## src/rtl/fifo_write_arbiter_if.sv

```systemverilog
// ---------------------------------------------------------------------------
// fifo_write_arbiter_if
// Bundle of the requester-side and FIFO-side signals for fifo_write_arbiter.
//
// Valid/ready semantics: a requester raises req[i] and holds req_data slice i
// stable until it sees gnt[i]=1. The word is accepted in that same cycle,
// and the requester drops req[i] or advances its data on the following edge.
// fifo_wr_en/fifo_wr_data are the FIFO write strobe and data, and the
// arbiter never strobes while fifo_full=1.
//
// Signals:
//   req          NUM_REQ             per-requester write request
//   req_data     NUM_REQ*DATA_WIDTH  flattened data, slice i at [i*DATA_WIDTH +: DATA_WIDTH]
//   gnt          NUM_REQ             one-hot grant (word accepted this cycle)
//   fifo_full    1                   FIFO full flag
//   fifo_wr_en   1                   FIFO write enable
//   fifo_wr_data DATA_WIDTH          FIFO write data
//
// Modports:
//   master : environment side (requesters + FIFO) drives req, req_data, fifo_full
//   slave  : arbiter side drives gnt, fifo_wr_en, fifo_wr_data
// ---------------------------------------------------------------------------
interface fifo_write_arbiter_if #(
   parameter int NUM_REQ    = 4,
   parameter int DATA_WIDTH = 8
);
   logic [NUM_REQ-1:0]            req;
   logic [NUM_REQ*DATA_WIDTH-1:0] req_data;
   logic [NUM_REQ-1:0]            gnt;
   logic                          fifo_full;
   logic                          fifo_wr_en;
   logic [DATA_WIDTH-1:0]         fifo_wr_data;

   modport master (
      output req,
      output req_data,
      output fifo_full,
      input  gnt,
      input  fifo_wr_en,
      input  fifo_wr_data
   );

   modport slave (
      input  req,
      input  req_data,
      input  fifo_full,
      output gnt,
      output fifo_wr_en,
      output fifo_wr_data
   );
endinterface

```

## src/rtl/fifo_write_arbiter.sv

```systemverilog
// ---------------------------------------------------------------------------
// fifo_write_arbiter
// Round-robin arbiter sharing one FIFO write port between NUM_REQ requesters,
// entirely in the FIFO write-clock domain. One requester is granted per
// cycle (zero-cycle req->gnt), nothing is written while the FIFO is full,
// and a granted requester keeps ownership for up to MAX_BURST consecutive
// accepted writes.
//
// Parameters:
//   NUM_REQ    number of requesters (2..16, any value)
//   DATA_WIDTH FIFO data width
//   MAX_BURST  max consecutive accepted writes per ownership (1 = per-word RR)
//
// Ports:
//   clk          write-domain clock, rising edge
//   rst          synchronous active-high reset
//   bus          fifo_write_arbiter_if.slave (req, req_data, fifo_full in;
//                gnt, fifo_wr_en, fifo_wr_data out)
//   grant_cnt    (only with FIFO_ARB_STATS_EN) NUM_REQ*16 saturating
//                per-requester grant counters, requester i at [i*16 +: 16]
//   dbg_state_o  1 while the arbiter is in BURST (lock held)
//
// Optional feature macro: FIFO_ARB_STATS_EN (adds grant_cnt).
// ---------------------------------------------------------------------------
module fifo_write_arbiter #(
   parameter int NUM_REQ    = 4,
   parameter int DATA_WIDTH = 8,
   parameter int MAX_BURST  = 4
) (
   input  logic                     clk,
   input  logic                     rst,
   fifo_write_arbiter_if.slave      bus,
`ifdef FIFO_ARB_STATS_EN
   output logic [NUM_REQ*16-1:0]    grant_cnt,
`endif
   output logic                     dbg_state_o
);

   localparam int PTR_W = (NUM_REQ > 1) ? $clog2(NUM_REQ) : 1;
   localparam int CNT_W = (MAX_BURST > 0) ? $clog2(MAX_BURST + 1) : 1;

   typedef enum logic {
      IDLE  = 1'b0,
      BURST = 1'b1
   } state_t;

   state_t             state_q, state_d;
   logic [PTR_W-1:0]   rr_ptr_q, rr_ptr_d;
   logic [PTR_W-1:0]   owner_q, owner_d;
   logic [CNT_W-1:0]   burst_cnt_q, burst_cnt_d;

   logic [PTR_W-1:0]   owner_nxt;     // (owner+1) mod NUM_REQ
   logic [PTR_W-1:0]   search_start;
   logic [PTR_W-1:0]   search_idx;
   logic [PTR_W-1:0]   win_idx;
   logic               win_found;
   logic               hold;          // lock is held and owner still requesting
   logic               grant_any;
   logic [PTR_W-1:0]   grant_idx;
   logic [NUM_REQ-1:0] gnt_w;
   logic [DATA_WIDTH-1:0] wr_data_w;

   // Increment modulo NUM_REQ; NUM_REQ need not be a power of two, so the
   // wrap is explicit rather than relying on pointer overflow.
   function automatic logic [PTR_W-1:0] inc_wrap(input logic [PTR_W-1:0] p);
      if (p == PTR_W'(NUM_REQ - 1)) begin
         return '0;
      end
      return p + 1'b1;
   endfunction

   assign owner_nxt = inc_wrap(owner_q);

   // When the lock is released mid-burst, the search begins just past the
   // old owner so the releasing requester does not immediately win again.
   assign search_start = (state_q == BURST) ? owner_nxt : rr_ptr_q;

   // Rotating priority search: first requester at or after search_start.
   always_comb begin
      win_found  = 1'b0;
      win_idx    = '0;
      search_idx = search_start;
      for (int k = 0; k < NUM_REQ; k++) begin
         if (!win_found && bus.req[search_idx]) begin
            win_found = 1'b1;
            win_idx   = search_idx;
         end
         search_idx = inc_wrap(search_idx);
      end
   end

   assign hold = (state_q == BURST) && bus.req[owner_q];

   // Next-state and grant decision.
   always_comb begin
      state_d     = state_q;
      rr_ptr_d    = rr_ptr_q;
      owner_d     = owner_q;
      burst_cnt_d = burst_cnt_q;
      grant_any   = 1'b0;
      grant_idx   = owner_q;

      if (hold) begin
         // Owner keeps the lock; a full FIFO just stalls the burst in place.
         if (!bus.fifo_full) begin
            grant_any   = 1'b1;
            grant_idx   = owner_q;
            burst_cnt_d = burst_cnt_q + 1'b1;
            if ((int'(burst_cnt_q) + 1) == MAX_BURST) begin
               state_d  = IDLE;
               rr_ptr_d = owner_nxt;
            end
         end
      end else if (win_found && !bus.fifo_full) begin
         // Fresh arbitration (IDLE, or same-cycle handover on release).
         grant_any   = 1'b1;
         grant_idx   = win_idx;
         owner_d     = win_idx;
         burst_cnt_d = CNT_W'(1);
         if (MAX_BURST == 1) begin
            state_d  = IDLE;
            rr_ptr_d = inc_wrap(win_idx);
         end else begin
            state_d  = BURST;
         end
      end else if (state_q == BURST) begin
         // Owner let go and nobody could be granted: drop the lock.
         state_d  = IDLE;
         rr_ptr_d = owner_nxt;
      end

      // A cycle with rst asserted never writes.
      if (rst) begin
         grant_any = 1'b0;
      end
   end

   // One-hot grant and write-data mux.
   always_comb begin
      gnt_w     = '0;
      wr_data_w = '0;
      for (int i = 0; i < NUM_REQ; i++) begin
         if (grant_any && (grant_idx == PTR_W'(i))) begin
            gnt_w[i]  = 1'b1;
            wr_data_w = bus.req_data[i*DATA_WIDTH +: DATA_WIDTH];
         end
      end
   end

   assign bus.gnt          = gnt_w;
   assign bus.fifo_wr_en   = |gnt_w;
   assign bus.fifo_wr_data = wr_data_w;
   assign dbg_state_o      = (state_q == BURST);

   always_ff @(posedge clk) begin
      if (rst) begin
         state_q     <= IDLE;
         rr_ptr_q    <= '0;
         owner_q     <= '0;
         burst_cnt_q <= '0;
      end else begin
         state_q     <= state_d;
         rr_ptr_q    <= rr_ptr_d;
         owner_q     <= owner_d;
         burst_cnt_q <= burst_cnt_d;
      end
   end

`ifdef FIFO_ARB_STATS_EN
   logic [NUM_REQ*16-1:0] grant_cnt_q;

   always_ff @(posedge clk) begin
      if (rst) begin
         grant_cnt_q <= '0;
      end else begin
         for (int i = 0; i < NUM_REQ; i++) begin
            if (gnt_w[i] && (grant_cnt_q[i*16 +: 16] != 16'hFFFF)) begin
               grant_cnt_q[i*16 +: 16] <= grant_cnt_q[i*16 +: 16] + 16'd1;
            end
         end
      end
   end

   assign grant_cnt = grant_cnt_q;
`endif

endmodule

```

## src/flat_wrapper.sv

```systemverilog
// flat-port wrapper written by rule: the top's interface ports become plain ports
module fifo_write_arbiter_flat 
#(
   parameter int NUM_REQ    = 4,
   parameter int DATA_WIDTH = 8,
   parameter int MAX_BURST  = 4
)
  (clk, rst, dbg_state_o, bus_req, bus_req_data, bus_fifo_full, bus_gnt, bus_fifo_wr_en, bus_fifo_wr_data);
  fifo_write_arbiter_if #(.NUM_REQ(NUM_REQ), .DATA_WIDTH(DATA_WIDTH)) bus_i ();
  input  logic clk;
  input  logic rst;
  output logic dbg_state_o;
  input wire logic [$bits(bus_i.req)-1:0] bus_req;
  input wire logic [$bits(bus_i.req_data)-1:0] bus_req_data;
  input wire logic [$bits(bus_i.fifo_full)-1:0] bus_fifo_full;
  output wire logic [$bits(bus_i.gnt)-1:0] bus_gnt;
  output wire logic [$bits(bus_i.fifo_wr_en)-1:0] bus_fifo_wr_en;
  output wire logic [$bits(bus_i.fifo_wr_data)-1:0] bus_fifo_wr_data;
  assign bus_i.req = bus_req;
  assign bus_i.req_data = bus_req_data;
  assign bus_i.fifo_full = bus_fifo_full;
  assign bus_gnt = bus_i.gnt;
  assign bus_fifo_wr_en = bus_i.fifo_wr_en;
  assign bus_fifo_wr_data = bus_i.fifo_wr_data;
  fifo_write_arbiter #(.NUM_REQ(NUM_REQ), .DATA_WIDTH(DATA_WIDTH), .MAX_BURST(MAX_BURST)) u_core (.clk(clk), .rst(rst), .bus(bus_i), .dbg_state_o(dbg_state_o));
endmodule
```

## config.mk

```make
export PLATFORM = sky130hd
export DESIGN_NAME = fifo_write_arbiter_flat
export DESIGN_NICKNAME = d
export VERILOG_FILES = /design/src/rtl/fifo_write_arbiter_if.sv /design/src/rtl/fifo_write_arbiter.sv /design/src/flat_wrapper.sv
export SDC_FILE = /design/constraint.sdc
export NUM_CORES = 1
export LEC_CHECK = 0
export ABC_AREA = 0
export BUFFER_PORTS_ARGS = -buffer_cell sky130_fd_sc_hd__buf_2
export CORE_MARGIN = 2
export CORE_UTILIZATION = 35
export CTS_CLUSTER_DIAMETER = 100
export DETAILED_ROUTE_END_ITERATION = 10
export PLACE_DENSITY = 0.79
export RECOVER_POWER = 25
export SETUP_SLACK_MARGIN = 0.15
export SLEW_MARGIN = 0
export SYNTH_ARGS = -nofsm -noshare
export SYNTH_HDL_FRONTEND = slang
export SYNTH_SLANG_ARGS = --single-unit
```

## constraint.sdc

```tcl
create_clock -name clk -period 2.3 [get_ports clk]
set_input_delay 0 -clock clk [delete_from_list [all_inputs] [get_ports clk]]
set_output_delay 0 -clock clk [all_outputs]
set_load 0.01 [all_outputs]
```

[Word-level counts from Yosys, hierarchy flattened]
Cells that the tools add are included.
Cells by class
  eq/ne operators: 11
  add/subtract/negate cells: 6
  $lt $le $gt $ge: 5
  muxes and demuxes: 55
  reduce and logical (&&, ||, !) cells: 19
Operator list (number)
  $mux 2: 19
  $eq 32x4->1 const B: 1
  $mux 8: 4
  $mux 1: 24
  $lt 2x3->1 const B: 5
  $eq 2x2->1 const B: 6
  $bmux 1 s2: 5
  $logic_and 1x1->1: 9
  $mux 3: 3
  $add 2x1->2 const B: 4
  $add 3x1->4 const B: 1
  $logic_not 1->1: 4
  $ne 2x2->1 const B: 2
  $reduce_and 2->1: 2
  $reduce_or 4->1: 1
  $add 3x1->3 const B: 1
  $reduce_and 3->1: 1
  $eq 2x1->1 const B: 1
  $logic_not 2->1: 1
  $ne 2x1->1 const B: 1
  $reduce_bool 2->1: 1
Storage, ports and cells
  input port bits: 39
  logic and storage cells: 100
  register bits: 8

[Depth between registers and ports, before layout]
Gate-level depths: netlist (run 1).
  depth after elaboration: 26
  gate-level depth with buffers: 8

[Worst setup path before layout (run 1)]
No wires, ideal clock.
  path type: reg-to-output
  start point: reg u_core.owner_q[1]
  end point: out bus_fifo_wr_data[1]
  data arrival time: 2399 ps
  data required time: 2300 ps
  setup slack: -99 ps
  cell stages (with the launch flop): 9
  path buffers: 1
  cell sequence: dfxtp_1 ha_1 mux2i_1 nor3_1 or4_4 mux2_4 buf_6 nand3b_4 a32oi_1
Between the ends
  longest elaborated chain between the ends: 26
  elaborated cells between the ends (all ways): 60
  those cells by class: add/sub (4); eq/ne (7); mux (36); reduce/logical (13)
Ends and longest elaborated chain
  start, declared: RTL line fifo_write_arbiter.sv:49  | logic [PTR_W-1:0] owner_q, owner_d;
  start signal, assigned: RTL line fifo_write_arbiter.sv:164  | owner_q <= owner_d;
  parallel branches: the longest is 25 deep, another holds $add 2x1->2
  $mux 8 *: RTL line fifo_write_arbiter.sv:143  | if (grant_any && (grant_idx == PTR_W'(i))) begin
  end, declared: RTL line flat_wrapper.sv:18  | output wire logic [$bits(bus_i.fifo_wr_data)-1:0] bus_fifo_wr_data;
Every way passes the cells marked *. The select of a mux whose other input is x is not followed.

[Worst setup path after layout (run 1)]
  start point: reg u_core.owner_q[0]
  end point: out bus_fifo_wr_data[0]
The elaborated chain is that of the path after synthesis.

==> run summary, run 1 <==
fin crit share: 115.2%
Slew headroom: 40.04%
cts bufs inserted: 3
Setup crit end kind: output port
Post-synth EDFFs: 0
Yosys top cell by area: dfxtp_1
Clock transition at path regs: 0.07 ns
vias per inst: 6.014
H-Tree Depth: 1
drt first pass iters: 4
total grt overflow: 0
Clock Sinks: 8
Max Freq: 377.3 MHz
ratio of cells with drive above 1 in the final layout: 67.55%
Seq/Total Area, Yosys: 16.43%
Synth Register Bits: 8
final slew viol count: 0
Die Y: 56.77 µm
core area: 2710 µm²
final net count: 231
top_reg_cell synth: dfxtp_1
Fin. Hold Viols: 0
IO Port Bufs: 52
hold crit path type: in2reg
Max VDD drop: 0.0004545 V
Setup crit start kind: flip-flop
area occupied by multi-input gates: 957.2 µm²
Syn Area/Cell: 8.626 µm²
Crit Path Max Fanout: 6
Mapped Area: 974.7 µm²
Min Hold Slack: 0.03730 ns
largest net degree at the start of global routing: 11
Avg WL per Cell: 18.74 µm
most instantiated library cell after synthesis: nor2_1
1st-iter DRT viols: 66
Ant. Diodes: 0
antenna viol nets, final: 0
gpl congestion: 0.8103
# rows: 19
Initial Utilization: 35.96%
first-pass GRT wire length: 5.451 mm
most area-consuming cells after synthesis: dfxtp_1, mux2i_1, o32ai_1
area grow syn2layout: 79.20%
Routed Wire Length: 4.105 mm
Syn Inst Count: 113
power per cell area: 473.7 nW/µm²
Crit Path Category: reg2out
Fillers: 204
violated checks: negative setup slack
GRT Overall Usage: 20.86%
WP data arrival: 2.65 ns
FF/Latch Area: 167.7 µm²
Async SR Flop Fraction: 0%
Clock Skew: 0.01149 ns
Yosys cell types: 49
Clock Latency Late Sink: 0.27 ns
Setup-failing EPs final: 12
vias in the first global route: 1227
Max clock buf depth: 2
yosys warns: 0
Worst EP required: 2.30 ns
CTS Root Cell: clkbuf_4
status: finished, violations left
top-area cell type share of the netlist area: 16.43%
initial antenna violation count: 0
die width: 56.77 µm
Syn Nets: 155
Vias: 1317
top cells by count, synth: nor2_1, dfxtp_1, mux2i_1, o32ai_1
RSZ-0062 raised after global routing: true
hpwl dp: 2.335 mm
Place WS: -0.07212 ns
Slew @ Worst Pin: 0.8961 ns
I/O pins: 53
minimum clock period: 2.650 ns
MaxCap Viol Count: 0
TritonCTS clock tree: done
# DRC: 0
fin worst setup slack: -0.3501 ns
die area: 3223 µm²
P_leak: 0.7694 nW
## report_power, final
part | total (mW) | switching, mW | internal (mW) | leakage, nW
combinational | 0.537 | 0.255 | 0.282 | 0.687
clock | 0.127 | 0.0604 | 0.0670 | 0.0150
sequential | 0.163 | 0.0139 | 0.149 | 0.0671
## critical path: stages (launching register included)
cell,delay (ns)
dfxtp_4,0.36
ha_4,0.28
mux2i_2,0.08
nor3b_1,0.16
or4_4,0.53
mux2_4,0.33
buf_4,0.17
mux2i_2,0.21
o22ai_2,0.11
buf_2,0.15
## cells in the final DEF, fill, tap and decap left out, types with 2 or more instances in the layout
| cell type | synthesis | final |
|---|---|---|
| ha_1 | 3 | 2 |
| dfxtp_4 | 0 | 2 |
| a21oi_2 | 1 | 3 |
| a31oi_4 | 0 | 2 |
| buf_2 | 1 | 51 |
| nand3b_1 | 2 | 2 |
| o31ai_1 | 2 | 2 |
| o32ai_1 | 8 | 4 |
| nor3_1 | 2 | 2 |
| dfxtp_1 | 8 | 6 |
| nor2_1 | 13 | 9 |
| a22oi_1 | 2 | 2 |
| buf_6 | 3 | 11 |
| mux2_2 | 2 | 2 |
| o32ai_2 | 0 | 4 |
| buf_12 | 0 | 3 |
| a21oi_1 | 5 | 3 |
| nor2b_2 | 1 | 2 |
| mux2i_1 | 8 | 3 |
| nor2_2 | 0 | 3 |
| o22ai_2 | 0 | 7 |
| inv_1 | 2 | 2 |
| nand3_1 | 2 | 2 |
| clkbuf_4 | 0 | 3 |
| mux2i_2 | 0 | 4 |
| nand2_1 | 7 | 6 |
| nor3b_1 | 2 | 2 |
| buf_4 | 1 | 11 |
| a211oi_1 | 2 | 2 |
## sequential cells by signal, summed over array words and instances, names as in the netlist
name and count:
u_core.owner_q 2, u_core.rr_ptr_q 2, u_core.dbg_state_o 1, u_core.burst_cnt_q 3
## timing repair
| action | in CTS | in global routing |
|---|---|---|
| cloned | 2 | 0 |
| endpoints found under the hold margin | 0 | 0 |
| endpoints found under the setup margin | 12 | 13 |
| pin swaps | 12 | 7 |
| buffers inserted | 10 | 3 |
| hold buffers | 0 | 0 |
| gates resized for setup | 21 | 20 |
## kinds of logic (layout without fill, tap and decap cells)
| kind of cell | after synthesis | count (layout) | synth area share (%) |
|---|---|---|---|
| buf+inv | 9 | 83 | 7.316 |
| simple gates | 43 | 44 | 26.32 |
| fa+ha+maj | 3 | 3 | 3.852 |
| compound gates | 38 | 38 | 31.71 |
| mux | 12 | 12 | 14.38 |
| flops | 8 | 8 | 16.43 |
## path summary, 6_finish.rpt
kind / start / to / slack (ns) / cells past startpoint
max: u_core.owner_q[0] / bus_fifo_wr_data[0] / -0.35 / 9
min: rst / u_core.owner_q[0] / 0.04 / 2
max reg2reg: u_core.owner_q[0] / u_core.owner_q[1] / 0.17 / 7
min reg2reg: u_core.rr_ptr_q[0] / u_core.rr_ptr_q[0] / 0.51 / 2
## metal layers
| layer | vias to the layer above | GRT usage, % | wire [µm] |
|---|---|---|---|
| met5 | - | 0 | 0 |
| met4 | 0 | 4.319 | 114 |
| met3 | 12 | 4.147 | 361 |
| met2 | 72 | 40.37 | 2062 |
| met1 | 623 | 23.18 | 1567 |
| li1 | 610 | - | - |
## stage by stage
stage	cell area (µm²)	TNS [ns]	instances	utilization (%)	power [mW]
floorplan	1056	0	113	-	0.4147
global placement	1383	-0.004676	200	51.02	0.5160
detailed placement	1383	-0.4869	200	51.02	0.5276
CTS	1635	-2.407	216	60.34	0.7539
global route	1747	-4.182	219	64.45	0.8647
finish	1747	-3.391	219	64.45	0.8273
## cell type report
type                       count  share of cell area [%]
multi-input combinational     97                   54.80
inverter                       2                  0.4298
tap                           31                   2.221
clock buffer                   4                   1.504
sequential                     8                   9.599
timing repair buffer          77                   31.45
No activity file was read; power rests on OpenSTA's default activity.
==> run 2, diff against run 1 <==
Settings changed: CTS_BUF_LIST set to sky130_fd_sc_hd__clkbuf_4 sky130_fd_sc_hd__clkbuf_8 sky130_fd_sc_hd__clkbuf_16.
==> run 2 against run 1 <==
The flow still finishes with violations (negative setup slack). First-iteration DRC count unchanged. Via count unchanged. Maximum frequency unchanged. Sequential cell count unchanged. Clock power increased by 9%.
==> run summary, run 2 (synthesis results as in run 1) <==
TritonCTS clock tree: done (unchanged)
Slew @ Worst Pin: 0.8961 ns (unchanged)
Cell Count, Final, Fillers Out: 219 (unchanged)
Worst EP required: 2.30 ns (about the same)
fin worst setup slack: -0.3501 ns (unchanged)
Fin. Hold Viols: 0 (unchanged)
Max VDD drop: 0.0005017 V (was 0.0004545 V)
commonest cells after routing, fill and taps aside: buf_2, buf_6, buf_4 (unchanged)
combinational fraction of design power: 64.0% (was 64.9%)
Biggest register: u_core.burst_cnt_q (unchanged)
WP data arrival: 2.65 ns (about the same)
Die Y: 56.77 µm (unchanged)
hold path endpoint: u_core.owner_q[0] (unchanged)
Vias: 1317 (unchanged)
die area: 3223 µm² (unchanged)
1st-iter DRT viols: 66 (unchanged)
largest net degree at the start of global routing: 11 (unchanged)
area grow syn2layout: 79.59% (was 79.20%)
Avg WL per Cell: 18.74 µm (unchanged)
Setup crit end kind: output port (unchanged)
minimum clock period: 2.650 ns (unchanged)
Max clock buf depth: 2 (unchanged)
CTS Root Cell: clkbuf_4 (unchanged)
Slew headroom: 40.04% (unchanged)
hpwl dp: 2.335 mm (unchanged)
Setup crit start kind: flip-flop (unchanged)
Largest register FFs: 3 (unchanged)
commonest non-fill, non-tap cell in the layout: buf_2 (unchanged)
Fillers: 202 (was 204)
GRT Overall Usage: 20.86% (unchanged)
Clk pwr share: 16.6% (was 15.4%)
cts bufs inserted: 3 (unchanged)
core area: 2710 µm² (unchanged)
ratio of cells with drive above 1 in the final layout: 68.09% (was 67.55%)
hold_sp: rst (unchanged)
MaxCap Viol Count: 0 (unchanged)
Max Freq: 377.3 MHz (unchanged)
# rows: 19 (unchanged)
Pwr Total: 0.8392 mW (was 0.8273 mW)
Buffers & Inverters on Critical Path: 2 (unchanged)
Clock Skew: 0.01139 ns (was 0.01149 ns)
initial antenna violation count: 0 (unchanged)
Initial Utilization: 35.96% (unchanged)
violated checks: negative setup slack (unchanged)
I/O pins: 53 (unchanged)
r2r startpoint: u_core.owner_q[0] (unchanged)
RR Endpoint: u_core.owner_q[1] (unchanged)
# DRC: 0 (unchanged)
sequential group share of total power: 19.4% (was 19.7%)
Crit Path Category: reg2out (unchanged)
drt first pass iters: 4 (unchanged)
Place WS: -0.07212 ns (unchanged)
fin crit share: 115.2% (unchanged)
area occupied by multi-input gates: 957.2 µm² (unchanged)
Routed Wire Length: 4.105 mm (unchanged)
Setup-failing EPs final: 12 (unchanged)
Top cell by count, worst path: mux2i_2 (unchanged)
Int Pwr: 0.5098 mW (was 0.4981 mW)
final net count: 231 (unchanged)
slowest CP cell: or4_4 (unchanged)
IO Port Bufs: 52 (unchanged)
P_leak: 0.7728 nW (was 0.7694 nW)
Clock Sinks: 8 (unchanged)
Clock Latency Late Sink: 0.27 ns (about the same)
Crit Path Max Fanout: 6 (unchanged)
gpl congestion: 0.8103 (unchanged)
Reg2Reg Depth: 7 (unchanged)
crit-path cells: ha_4 > mux2i_2 > nor3b_1 > or4_4 > mux2_4 > buf_4 > mux2i_2 > o22ai_2 > buf_2 (unchanged)
Hold Crit Depth: 2 (unchanged)
final slew viol count: 0 (unchanged)
CP max stage delay: 0.53 ns (about the same)
RSZ-0062 raised after global routing: true (unchanged)
fin area: 1750 µm² (was 1747 µm²)
placed insts: 200 (unchanged)
vias per inst: 6.014 (unchanged)
hold crit path type: in2reg (unchanged)
first-pass GRT wire length: 5.451 mm (unchanged)
Worst path top cell family by delay: simple AND/OR/NAND/NOR gates (unchanged)
FF/Latch Area: 167.7 µm² (unchanged)
setup slack, reg-to-reg: 0.17 ns (about the same)
power per cell area: 479.4 nW/µm² (was 473.7 nW/µm²)
dpl cell area: 1383 µm² (unchanged)
H-Tree Depth: 1 (unchanged)
Net Sw Frac: 39.25% (was 39.80%)
biggest regs: u_core.burst_cnt_q (3), u_core.owner_q (2), u_core.rr_ptr_q (2) (unchanged)
Psw: 0.3293 mW (about the same)
total grt overflow: 0 (unchanged)
die width: 56.77 µm (unchanged)
status: finished, violations left (unchanged)
Ant. Diodes: 0 (unchanged)
Clock transition at path regs: 0.07 ns (about the same)
CTS Hold Bufs: 0 (unchanged)
antenna viol nets, final: 0 (unchanged)
vias in the first global route: 1227 (unchanged)
run 2: cell types whose count changed in the layout (fill, tap and decap cells not counted):
cell      change
clkbuf_1      -1
clkbuf_4      +1
run 2: area by class of cell:
class                   count  share of cell area [%]
inverters                   2                  0.4289
clock buffers               4                   1.716
flip-flops and latches      8                   9.578
well taps                  31                   2.216
multi-input cells          97                   54.68
repair buffers             77                   31.38
run 2: timing repair:
| action | CTS | global route |
|---|---|---|
| gates resized for setup | 21 | 20 |
| endpoints found under the setup margin | 12 | 13 |
| gates cloned | 2 | 0 |
| pin swaps | 12 | 7 |
| endpoints found under the hold margin | 0 | 0 |
| buffers inserted | 10 | 3 |
run 2: worst max-delay path by stage:
| stage | start | endpoint | slack (ns) | cells past startpoint |
|---|---|---|---|---|
| after floorplan | u_core.owner_q[1] | bus_fifo_wr_data[1] | 0.09 | 8 |
| after global placement | u_core.owner_q[1] | bus_fifo_wr_data[1] | -0.005 | 8 |
| after detailed placement | u_core.owner_q[1] | bus_fifo_wr_data[4] | -0.07 | 8 |
| after CTS | u_core.owner_q[0] | bus_fifo_wr_data[4] | -0.24 | 9 |
| after global routing | u_core.owner_q[0] | bus_fifo_wr_data[2] | -0.41 | 9 |
| final | u_core.owner_q[0] | bus_fifo_wr_data[0] | -0.35 | 9 |
run 2: power by group through the flow:
stage	combinational, mW	sequential [mW]	clock, mW
finish	0.537	0.163	0.139
global route	0.564	0.164	0.148
CTS	0.463	0.162	0.140
detailed placement	0.362	0.165	0
global placement	0.352	0.164	0
floorplan	0.250	0.165	0
run 2: metal layers:
layer  track usage, %  wire [µm]
met2            40.37       2062
met1            23.18       1567
met5                0          0
met4            4.319        114
met3            4.147        361
run 2: per-stage QoR:
step                      hold WS, ns  utilization, %  setup TNS, ns
after detailed placement       0.3076           51.02        -0.4869
after global placement         0.3042           51.02      -0.004676
after floorplan                0.1732               -              0
after global routing          0.05627           64.59         -4.182
final                         0.03730           64.59         -3.391
after CTS                     0.02557           60.48         -2.407
==> run 3, diff against run 2 <==
Settings changed: ABC_AREA 0 to 1, PLACE_DENSITY 0.79 to 0.76.
==> run 3 against run 2 <==
The run still ends with negative setup slack left. Setup slack improved by 0.078 ns. Utilization decreased by 0.61 points. Area after synthesis increased by 18%. Hold slack got worse by 0.0021 ns. Clock power decreased by 27%. Non-clock buffer count increased by 5. Power increased by 110%. Largest cell class unchanged. Highest routed layer unchanged.
==> run summary, run 3 <==
status: finished, violations left (unchanged)
violated checks: negative setup slack (unchanged)
area grow syn2layout: 71.65% (was 79.59%)
WP data arrival: 2.57 ns (was 2.65 ns)
P_leak: 0.9388 nW (was 0.7728 nW)
Mapped Area: 1147 µm² (was 974.7 µm²)
Fillers: 246 (was 202)
Biggest register: u_core.burst_cnt_q (unchanged)
drt first pass iters: 5 (was 4)
TritonCTS clock tree: done (unchanged)
Min Hold Slack: 0.03521 ns (was 0.03730 ns)
first-pass GRT wire length: 6.513 mm (was 5.451 mm)
Vias: 1689 (was 1317)
Max clock buf depth: 2 (unchanged)
power per cell area: 915.2 nW/µm² (was 479.4 nW/µm²)
Setup crit start kind: flip-flop (unchanged)
Syn Inst Count: 179 (was 113)
Slew headroom: 80.20% (was 40.04%)
yosys warns: 0 (unchanged)
Setup-failing EPs final: 12 (unchanged)
RSZ-0062 raised after global routing: true (unchanged)
Syn Nets: 221 (was 155)
Syn Area/Cell: 6.410 µm² (was 8.626 µm²)
I/O pins: 53 (unchanged)
final net count: 303 (was 231)
Slew @ Worst Pin: 0.2940 ns (was 0.8961 ns)
hpwl dp: 2.533 mm (was 2.335 mm)
top_reg_cell synth: dfxtp_1 (unchanged)
die width: 61.26 µm (was 56.77 µm)
hold crit path type: in2reg (unchanged)
total grt overflow: 0 (unchanged)
Initial Utilization: 37.28% (was 35.96%)
vias per inst: 5.574 (was 6.014)
H-Tree Depth: 1 (unchanged)
Clock Skew: 0.006140 ns (was 0.01139 ns)
final slew viol count: 0 (unchanged)
minimum clock period: 2.572 ns (was 2.650 ns)
largest net degree at the start of global routing: 20 (was 11)
Max VDD drop: 0.0005012 V (was 0.0005017 V)
Clock transition at path regs: 0.05 ns (was 0.07 ns)
ratio of cells with drive above 1 in the final layout: 57.14% (was 68.09%)
die area: 3752 µm² (was 3223 µm²)
# DRC: 0 (unchanged)
antenna viol nets, final: 0 (unchanged)
top cells by count, synth: nand4_1, nand2_1, nand3_1, nand2_2 (was nor2_1, dfxtp_1, mux2i_1, o32ai_1)
Max Freq: 388.8 MHz (was 377.3 MHz)
area occupied by multi-input gates: 1018 µm² (was 957.2 µm²)
cts bufs inserted: 3 (unchanged)
Seq/Total Area, Yosys: 13.96% (was 16.43%)
gpl congestion: 0.8081 (was 0.8103)
biggest regs: u_core.burst_cnt_q (3), u_core.owner_q (2), u_core.rr_ptr_q (2) (unchanged)
IO Port Bufs: 52 (unchanged)
Avg WL per Cell: 14.86 µm (was 18.74 µm)
initial antenna violation count: 0 (unchanged)
most area-consuming cells after synthesis: nand4_1, dfxtp_1, nand2_1 (was dfxtp_1, mux2i_1, o32ai_1)
core area: 3078 µm² (was 2710 µm²)
Routed Wire Length: 4.502 mm (was 4.105 mm)
Async SR Flop Fraction: 0% (unchanged)
# rows: 20 (was 19)
commonest cells after routing, fill and taps aside: buf_2, nand4_1, nand2_1 (was buf_2, buf_6, buf_4)
fin worst setup slack: -0.2717 ns (was -0.3501 ns)
vias in the first global route: 1496 (was 1227)
Ant. Diodes: 0 (unchanged)
Worst EP required: 2.30 ns (about the same)
Die Y: 61.26 µm (was 56.77 µm)
Clock Latency Late Sink: 0.25 ns (was 0.27 ns)
Yosys cell types: 26 (was 49)
CTS Hold Bufs: 0 (unchanged)
Synth Register Bits: 8 (unchanged)
setup slack, reg-to-reg: 0.24 ns (was 0.17 ns)
Largest register FFs: 3 (unchanged)
CTS Root Cell: clkbuf_4 (unchanged)
Crit Path Max Fanout: 5 (was 6)
Fin. Hold Viols: 0 (unchanged)
Post-synth EDFFs: 0 (unchanged)
Yosys top cell by area: nand4_1 (was dfxtp_1)
FF/Latch Area: 163.9 µm² (was 167.7 µm²)
Clock Sinks: 8 (unchanged)
commonest non-fill, non-tap cell in the layout: buf_2 (unchanged)
Crit Path Category: reg2out (unchanged)
1st-iter DRT viols: 136 (was 66)
MaxCap Viol Count: 0 (unchanged)
most instantiated library cell after synthesis: nand4_1 (was nor2_1)
top-area cell type share of the netlist area: 19.08% (was 16.43%)
Setup crit end kind: output port (unchanged)
fin util: 63.98% (was 64.59%)
fin crit share: 111.8% (was 115.2%)
GRT Overall Usage: 22.43% (was 20.86%)
run 3: cell count changes after synthesis, moves of 7 or more:
cell / delta
nand4_1: +34
mux2i_1: -8
o22ai_1: -7
nand2_2: +13
nand2_1: +25
nand3_1: +17
inv_1: +10
o32ai_1: -8
run 3: report_power, final:
group          leakage [nW]  switching, mW  internal (mW)
clock                0.0138         0.0429         0.0594
sequential           0.0669         0.0243          0.164
combinational         0.858          0.825          0.687
total                 0.939          0.892          0.910
run 3: area by class of cell:
type                            count  share of cell area, %
Multi-Input combinational cell    148                  51.72
Timing Repair Buffer               82                  32.59
Sequential cell                     8                  8.323
Inverter                           18                  3.431
Tap cell                           44                  2.795
Clock buffer                        3                  1.144
run 3: cell families (layout without fill, tap and decap cells):
group                    count (synthesis)  in the layout  share of synthesized area, %
buffers and inverters                   24            103                         9.486
AND/OR/NAND/NOR                        124            125                         62.38
flip-flops                               8              8                         13.96
AO/OA/AOI/OAI                           19             19                         10.14
XOR/XNOR                                 1              1                        0.7635
adder cells (fa/ha/maj)                  3              3                         3.272
run 3: path summary, 6_finish.rpt:
| check | endpoint | startpoint | depth (start not counted) |
|---|---|---|---|
| worst max-delay path | bus_fifo_wr_data[7] | u_core.owner_q[1] | 18 |
| worst min-delay path | u_core.dbg_state_o | rst | 2 |
| worst max register to register | u_core.rr_ptr_q[0] | u_core.owner_q[0] | 16 |
| worst min register to register | u_core.rr_ptr_q[1] | u_core.rr_ptr_q[1] | 2 |
run 3: stage by stage:
stage               setup TNS [ns]  power, mW  cell area (µm²)  std cells  setup slack [ns]
CTS                        -0.8416      1.592             1797        296           -0.1108
global route                -4.469      1.919             1969        303           -0.4085
finish                      -2.412      1.802             1969        303           -0.2717
global placement                 0      1.098             1479        275           0.06958
detailed placement               0      1.103             1479        275           0.04146
floorplan                        0     0.8687             1147        179            0.2098
run 3: timing repair:
item                                    CTS  global route
buffers inserted                         16             7
endpoints found under the setup margin   13            15
gates cloned                              2             0
resized for setup                        27            21
pin swaps                                23            13
endpoints found under the hold margin     0             0
run 3: critical path: stages (launching register included):
cell	delay, ns
dfxtp_2	0.33
ha_4	0.24
inv_2	0.05
nand2_2	0.05
nand2_4	0.10
nand2_2	0.07
nand2_2	0.09
nand2_2	0.07
nand2_4	0.10
nand4_4	0.12
nand3_4	0.15
nor2_4	0.05
nand2_2	0.07
nand2_4	0.08
buf_12	0.14
nor2_4	0.18
nand3_2	0.08
nand4_1	0.13
buf_2	0.18
run 3: layer usage:
metal | vias to the layer above | track usage [%] | part of all wire, %
li1 | 800 | - | -
met1 | 761 | 28.81 | 39
met2 | 101 | 37.54 | 50
met3 | 27 | 3.151 | 6.4
met4 | 0 | 9.317 | 4.5
met5 | - | 0 | 0
